**config.mk**
```make
export PLATFORM = sky130hd
export DESIGN_NAME = button_gesture_decoder_flat
export DESIGN_NICKNAME = d
export VERILOG_FILES = /design/src/rtl/button_gesture_decoder_if.sv /design/src/rtl/button_gesture_decoder.sv /design/src/flat_wrapper.sv
export SDC_FILE = /design/constraint.sdc
export NUM_CORES = 1
export LEC_CHECK = 0
export CAP_MARGIN = 0
export CORE_ASPECT_RATIO = 0.5
export CORE_MARGIN = 1
export CORE_UTILIZATION = 55
export CTS_BUF_LIST = sky130_fd_sc_hd__clkbuf_8 sky130_fd_sc_hd__clkbuf_16
export DETAILED_ROUTE_END_ITERATION = 16
export GPL_TIMING_DRIVEN = 0
export PLACE_DENSITY_LB_ADDON = 0.2
export SLEW_MARGIN = 20
export SYNTH_ARGS = -nofsm -noshare
export SYNTH_HDL_FRONTEND = slang
export SYNTH_SLANG_ARGS = --single-unit
```
**constraint.sdc**
```tcl
create_clock -name clk -period 3 [get_ports clk]
set_input_delay 0.6 -clock clk [delete_from_list [all_inputs] [get_ports clk]]
set_output_delay 0.6 -clock clk [all_outputs]
set_load 0.1 [all_outputs]
```
**src/rtl/button_gesture_decoder_if.sv**
```systemverilog
// Button gesture decoder bundle: debounced level in, gesture pulses out.
// master drives the level, slave is the decoder.
interface button_gesture_decoder_if;
  logic btn_level;
  logic short_press;
  logic double_press;
  logic long_press;
  logic repeat_pulse;
  logic busy;

  modport master (
    output btn_level,
    input  short_press,
    input  double_press,
    input  long_press,
    input  repeat_pulse,
    input  busy
  );

  modport slave (
    input  btn_level,
    output short_press,
    output double_press,
    output long_press,
    output repeat_pulse,
    output busy
  );
endinterface

```
**src/rtl/button_gesture_decoder.sv**
```systemverilog
// Classifies debounced presses into short/double/long one-cycle pulses.
// Optional macro AUTO_REPEAT_EN adds periodic repeat pulses during long holds.
module button_gesture_decoder #(
  parameter int LONG_TICKS   = 50_000_000,
  parameter int DBL_TICKS    = 15_000_000,
  parameter int REPEAT_TICKS = 10_000_000,
  parameter int CNT_W        = 27
) (
  input logic clk,
  input logic rst_n,
  button_gesture_decoder_if.slave bus
);

  typedef enum logic [2:0] {
    ARM,
    IDLE,
    PRESS1,
    WAIT2,
    PRESS2,
    HELD
  } state_t;

  localparam logic [CNT_W-1:0] LONG_LAST = CNT_W'(LONG_TICKS - 1);
  localparam logic [CNT_W-1:0] DBL_LAST  = CNT_W'(DBL_TICKS - 1);
  localparam logic [CNT_W-1:0] CNT_ONE   = CNT_W'(1);

  state_t           r_state;
  state_t           w_state_nxt;
  logic [CNT_W-1:0] r_cnt;
  logic [CNT_W-1:0] w_cnt_nxt;
  logic             r_short;
  logic             r_dbl;
  logic             r_long;
  logic             r_busy;
  logic             w_short_nxt;
  logic             w_dbl_nxt;
  logic             w_long_nxt;
  logic             w_lvl;

  assign w_lvl = bus.btn_level;

`ifdef AUTO_REPEAT_EN
  localparam logic [CNT_W-1:0] REP_LAST = CNT_W'(REPEAT_TICKS - 1);
  logic r_rep;
  logic w_rep_nxt;
`endif

  // Next-state, counter and pulse decode; counter clears on any state change.
  always_comb begin
    w_state_nxt = r_state;
    w_cnt_nxt   = r_cnt;
    w_short_nxt = 1'b0;
    w_dbl_nxt   = 1'b0;
    w_long_nxt  = 1'b0;
`ifdef AUTO_REPEAT_EN
    w_rep_nxt   = 1'b0;
`endif
    unique case (r_state)
      ARM: begin
        if (!w_lvl) w_state_nxt = IDLE;
      end
      IDLE: begin
        if (w_lvl) w_state_nxt = PRESS1;
      end
      PRESS1: begin
        if (!w_lvl) begin
          w_state_nxt = WAIT2;
        end else if (r_cnt == LONG_LAST) begin
          w_long_nxt  = 1'b1;
          w_state_nxt = HELD;
        end else begin
          w_cnt_nxt = r_cnt + CNT_ONE;
        end
      end
      WAIT2: begin
        if (w_lvl) begin
          w_dbl_nxt   = 1'b1;
          w_state_nxt = PRESS2;
        end else if (r_cnt == DBL_LAST) begin
          w_short_nxt = 1'b1;
          w_state_nxt = IDLE;
        end else begin
          w_cnt_nxt = r_cnt + CNT_ONE;
        end
      end
      PRESS2: begin
        if (!w_lvl) w_state_nxt = IDLE;
      end
      HELD: begin
        if (!w_lvl) begin
          w_state_nxt = IDLE;
        end
`ifdef AUTO_REPEAT_EN
        else if (r_cnt == REP_LAST) begin
          w_rep_nxt = 1'b1;
          w_cnt_nxt = '0;
        end else begin
          w_cnt_nxt = r_cnt + CNT_ONE;
        end
`endif
      end
      default: begin
        w_state_nxt = ARM;
      end
    endcase
    if (w_state_nxt != r_state) w_cnt_nxt = '0;
  end

  // State, counter and registered outputs; reset parks in ARM.
  always_ff @(posedge clk) begin
    if (!rst_n) begin
      r_state <= ARM;
      r_cnt   <= '0;
      r_short <= 1'b0;
      r_dbl   <= 1'b0;
      r_long  <= 1'b0;
      r_busy  <= 1'b1;
    end else begin
      r_state <= w_state_nxt;
      r_cnt   <= w_cnt_nxt;
      r_short <= w_short_nxt;
      r_dbl   <= w_dbl_nxt;
      r_long  <= w_long_nxt;
      r_busy  <= (w_state_nxt != IDLE);
    end
  end

`ifdef AUTO_REPEAT_EN
  // Repeat pulse register, only present with auto-repeat.
  always_ff @(posedge clk) begin
    if (!rst_n) r_rep <= 1'b0;
    else        r_rep <= w_rep_nxt;
  end

  assign bus.repeat_pulse = r_rep;
`else
  assign bus.repeat_pulse = 1'b0;
`endif

  assign bus.short_press  = r_short;
  assign bus.double_press = r_dbl;
  assign bus.long_press   = r_long;
  assign bus.busy         = r_busy;

endmodule
```
**src/flat_wrapper.sv**
```systemverilog
// flat-port wrapper written by rule: the top's interface ports become plain ports
module button_gesture_decoder_flat 
#(
  parameter int LONG_TICKS   = 50_000_000,
  parameter int DBL_TICKS    = 15_000_000,
  parameter int REPEAT_TICKS = 10_000_000,
  parameter int CNT_W        = 27
)
  (clk, rst_n, bus_btn_level, bus_short_press, bus_double_press, bus_long_press, bus_repeat_pulse, bus_busy);
  button_gesture_decoder_if bus_i ();
  input logic clk;
  input logic rst_n;
  input wire logic [$bits(bus_i.btn_level)-1:0] bus_btn_level;
  output wire logic [$bits(bus_i.short_press)-1:0] bus_short_press;
  output wire logic [$bits(bus_i.double_press)-1:0] bus_double_press;
  output wire logic [$bits(bus_i.long_press)-1:0] bus_long_press;
  output wire logic [$bits(bus_i.repeat_pulse)-1:0] bus_repeat_pulse;
  output wire logic [$bits(bus_i.busy)-1:0] bus_busy;
  assign bus_i.btn_level = bus_btn_level;
  assign bus_short_press = bus_i.short_press;
  assign bus_double_press = bus_i.double_press;
  assign bus_long_press = bus_i.long_press;
  assign bus_repeat_pulse = bus_i.repeat_pulse;
  assign bus_busy = bus_i.busy;
  button_gesture_decoder #(.LONG_TICKS(LONG_TICKS), .DBL_TICKS(DBL_TICKS), .REPEAT_TICKS(REPEAT_TICKS), .CNT_W(CNT_W)) u_core (.clk(clk), .rst_n(rst_n), .bus(bus_i));
endmodule
```
Yosys cells after proc, flatten, opt, wreduce, memory -nomap -nowiden

Index checks and enable logic that the tools add are counted.

Word-level logic and storage cells: 45
Register bits after elaboration: 34
Input port bits: 3
Output and inout bits: 5

Multiplexer cells: 15
Add/subtract/negate cells: 1
Reduce and logical (&&, ||, !) cells: 8
Bitwise logic cells: 2
Equal/unequal tests: 13

Operators by type and width:

| kind                                                                    | count |
|---|---|
| 27-bit two-way mux                                                      | 4 |
| 27-bit one-hot mux with 2 select lines                                  | 1 |
| 27-bit by 1-bit adder with 27-bit output, second input constant         | 1 |
| 27-bit by 24-bit == test with 1-bit output, second input constant       | 1 |
| 27-bit by 26-bit == test with 1-bit output, second input constant       | 1 |
| 3-bit two-way mux                                                       | 6 |
| 3-bit one-hot mux with 4 select lines                                   | 1 |
| 2-bit inequality test, second input constant                            | 4 |
| 3-bit by 2-bit == test with 1-bit output, second input constant         | 2 |
| 3-bit == test, second input constant                                    | 2 |
| 3-bit OR reduction                                                      | 2 |
| 5-bit AND reduction                                                     | 1 |
| 3-bit by 1-bit == test with 1-bit output, second input constant         | 1 |
| 3-bit logical NOT                                                       | 1 |
| 1-bit two-way mux                                                       | 3 |
| 3-bit by 1-bit inequality test with 1-bit output, second input constant | 1 |
| 3-bit inequality test                                                   | 1 |
| 3-bit AND reduction                                                     | 1 |
| 1-bit inverter                                                          | 2 |
| 2-bit AND reduction                                                     | 1 |
| 2-bit nonzero test                                                      | 1 |
| 2-bit OR reduction                                                      | 1 |

Longest topological paths before layout

Word-level depth: 6
Mapped depth: 8

Worst setup path before layout

No wires, ideal clock.

Kind: register to register
Start: register u_core.r_cnt[0]
End: register u_core.r_cnt[23]
Buffers on the path: 2
Library setup time: 0.123 ns
Cell stages (with the launch flop): 9
Setup slack: 0.959 ns
Arrival: 1.919 ns
Clock period less this slack: 2.041 ns
Cells stage by stage: dfxtp_1 ha_1 clkbuf_8 or3b_2 or4_4 nand2_4 buf_12 a211oi_4 mux2i_1

Longest elaborated chain between the ends: 6
Elaborated cells between the ends (all ways): 18
Classes of those cells: 1 x add/sub; 5 x eq/ne; 10 x mux; 2 x reduce/logical

Ends and longest elaborated chain:

| element                                                                          | RTL line                      | RTL |
|---|---|---|
| from (decl)                                                                      | button_gesture_decoder.sv:29  | `logic [CNT_W-1:0] r_cnt;` |
| from (signal assigned)                                                           | button_gesture_decoder.sv:120 | `r_cnt <= w_cnt_nxt;` |
| branches (longest 6 deep; another with 27-bit by 1-bit adder with 27-bit output) | n/a                           |  |

Parallel ways; which one is timed is not known. The select of a mux whose other input is x is not followed.
A chain may end at the register's enable or synchronous reset.

Worst setup path after layout

Start: input bus_btn_level
End: register u_core.r_cnt[19]

Longest elaborated chain between the ends: 4
Elaborated cells between the ends (all ways): 10
Classes of those cells: 3 x eq/ne; 5 x mux; 2 x reduce/logical

Ends and longest elaborated chain:

| element                                     | RTL line                      | RTL |
|---|---|---|
| from (decl)                                 | flat_wrapper.sv:13            | `input wire logic [$bits(bus_i.btn_level)-1:0] bus_btn_level;` |
| 3-bit two-way mux, on equally long branches | n/a                           |  |
| 3-bit one-hot mux with 4 select lines       | button_gesture_decoder.sv:58  | `unique case (r_state)` |
| 3-bit inequality test                       | button_gesture_decoder.sv:106 | `if (w_state_nxt != r_state) w_cnt_nxt = '0;` |
| 2-bit OR reduction (no line)                | n/a                           |  |

Several ways; a longest one is shown, not always the timed one.

==> metrics.csv <==
metric,value,unit
"Non-Filler Cell Area, Final",2690,sq um
fill count,334,
Min-Delay Endpoint,u_core.r_cnt[1],
Hold Path Depth,2,
Final Routed Wirelength,6.63,mm
chip width,96.7,um
worst slew pin tran,957,ps
most numerous cell in the Yosys netlist,dfxtp_1,
Final Cycle Share,88.3,%
Initial DRT Pass Iterations,5,
total core area,4100,sq um
largest net degree at the start of global routing,11,
Syn Nets,287,
RSZ-0062 raised after global routing,no,
worst path required time,3220,ps
"top cells by area, synth","dfxtp_1 (28%), nand4_1 (5.3%), mux2i_1 (5.3%)",
Peak Freq,378,MHz
wire length per cell,18.9,um
Clock Skews,4.64,ps
Worst setup SP type,input port,
Fin. Hold Viols,0,
# resized after CTS,0,
"EDFF count, synth",0,
FF+latch area,681,sq um
die area,4780,sq um
Crit Path Max Fanout,10,
Root Buffer,clkbuf_8,
pwr/cell area,334,nW/um^2
initial DRC count,227,
Crit Reg-Reg Endpoint,u_core.r_cnt[20],
Commonest cells post-synth,"dfxtp_1 (34), nand4_1 (21), nand2_1 (20)",
status,"complete, no violations",
Pleak,0.000787,uW
Skew-Pair Late Insertion Delay,290,ps
Post-Synthesis Cells,283,
# nets final,300,
CTS tree,done,
post-route minimum period,2650,ps
port bufs,6,
FF-to-FF path depth,6,
Synth top area share,27.6,%
Yosys top cell by area,dfxtp_1,
Sink Count,34,
clock buffer depth,2,
Top Ports,8,
die span in y,49.4,um
Setup TNS Final,0,ps
H-tree depth,2,
Max-slew headroom,36.0,%
Post-CTS Hold Buffers,0,
Synth Cell Area,2470,sq um
placed cell area,2600,sq um
worst reg2reg startpoint,u_core.r_cnt[12],
P&R area growth vs syn,8.87,%
Synth Flop Type,dfxtp_1,
clock slew at reported path FFs,70,ps
first-pass GRT wire length,10.9,mm
Hold Startpoint,u_core.r_cnt[1],
# rows,16,
DR vias,2383,
Crit Path Class,in2reg,
# diodes,0,
DR vias/cell,6.79,
area of the multi-input gates,1540,sq um
syn avg cell area,8.72,sq um
post-CTS setup buffers,0,
initial antenna violation count,0,
Final Setup Violations,0,
post-synthesis sequential area ratio,27.6,%
Starting Density,60.2,%
share of layout cells above drive strength 1,16.5,%
VDD IR max,247,uV
gp weighted congestion,0.895,
max_cap viols,0,
#FFs+latches synth,34,
FF-to-FF setup slack,490,ps
final worst slack,352,ps
Num CTS Buffers,5,
Cell variety after synth,60,
GRT Total Usage,29.1,%
Place WS,65.4,ps
worst hold path class,reg2reg,
DR DRC count,0,
Syn. warnings,0,
Final Util,65.5,%
total power draw,899,uW
total congestion overflow,0,
hpwl dp,4.87,mm
vias in the first global route,2100,
async set or reset register ratio after synthesis,0,%
antenna-violating nets left,0,
Slew Limit Fails,0,
CP Capture Type,flop,
Critical Path AT,2870,ps
-- critical path, stage by stage --
cell	delay [ps]
clkdlybuf4s50_1	430
buf_2	190
nand4bb_1	360
nand2_1	210
a2bb2oi_2	150
a2111oi_0	700
mux2i_1	240
-- how the worst max path moves through the flow --
stage,start,end,slack [ps],cells after the start
CTS,bus_btn_level,u_core.r_cnt[19],380,7
global placement,bus_btn_level,u_core.r_cnt[20],180,8
floorplan,u_core.r_cnt[0],u_core.r_cnt[23],960,8
finish,bus_btn_level,u_core.r_cnt[19],350,7
detailed placement,bus_btn_level,u_core.r_cnt[19],70,7
global route,bus_btn_level,u_core.r_cnt[19],190,7
-- per-layer routing --
metal / global-route usage (%) / share of wire [%] / vias up
li1: - / - / 1136
met1: 43.4 / 48 / 1111
met2: 42.3 / 40 / 123
met3: 7.16 / 11 / 13
met4: 5.22 / 1.1 / 0
met5: 0 / 0 / -
-- cell type report --
| cell class | count | share of cell area, % |
|---|---|---|
| clock buffer | 6 | 3.07 |
| tap | 54 | 2.51 |
| multi-input combinational | 218 | 57.1 |
| buffer | 24 | 8.43 |
| inverter | 7 | 0.978 |
| timing repair buffer | 6 | 2.23 |
| sequential | 34 | 25.3 |
| clock inverter | 2 | 0.326 |
-- through the flow --
stage | cells | hold WS [ps]
global route | 351 | 517
CTS | 351 | 495
finish | 351 | 497
floorplan | 283 | 453
global placement | 343 | 469
detailed placement | 343 | 486
-- flip-flops by register name, summed over array words and instances, names as in the netlist --
name,flops
u_core.r_state,3
u_core.bus.long_press,1
u_core.bus.double_press,1
u_core.r_cnt,27
u_core.bus.busy,1
u_core.bus.short_press,1
-- power by group --
| part | leakage, uW | total, uW | internal (uW) | switching, uW |
|---|---|---|---|---|
| Combinational | 0.000461 | 84.4 | 29.7 | 54.6 |
| Sequential | 0.000274 | 455 | 454 | 1.30 |
| Clock | 0.0000524 | 359 | 182 | 177 |
-- cell usage in the layout (no fill, tap or decap), types with 6 or more instances in the layout --
| cell type | n |
|---|---|
| nor2_1 | 10 |
| nand3_1 | 16 |
| and2_1 | 6 |
| or4_1 | 8 |
| clkbuf_8 | 13 |
| inv_1 | 8 |
| dfxtp_1 | 34 |
| mux2i_1 | 13 |
| o31ai_1 | 7 |
| nand2_1 | 20 |
| nand4_1 | 21 |
| nor3_1 | 6 |
| a21oi_1 | 19 |
| nand4b_1 | 6 |
| clkdlybuf4s50_1 | 6 |
| a21oi_2 | 6 |
| nand3b_1 | 10 |
-- cells by family (layout without fill, tap and decap cells) --
family                     after synthesis  in the layout  share of synthesized area, %
AOI/OAI and AO/OA                       64             64                          18.8
other                                    1              1                         0.152
adders and majority gates                1              1                         0.507
DFF                                     34             34                          27.6
buffers and inverters                   31             45                          10.2
and+or+nand+nor                        139            139                          37.5
muxes                                   13             13                          5.27
(Power assumes the default switching activity.)
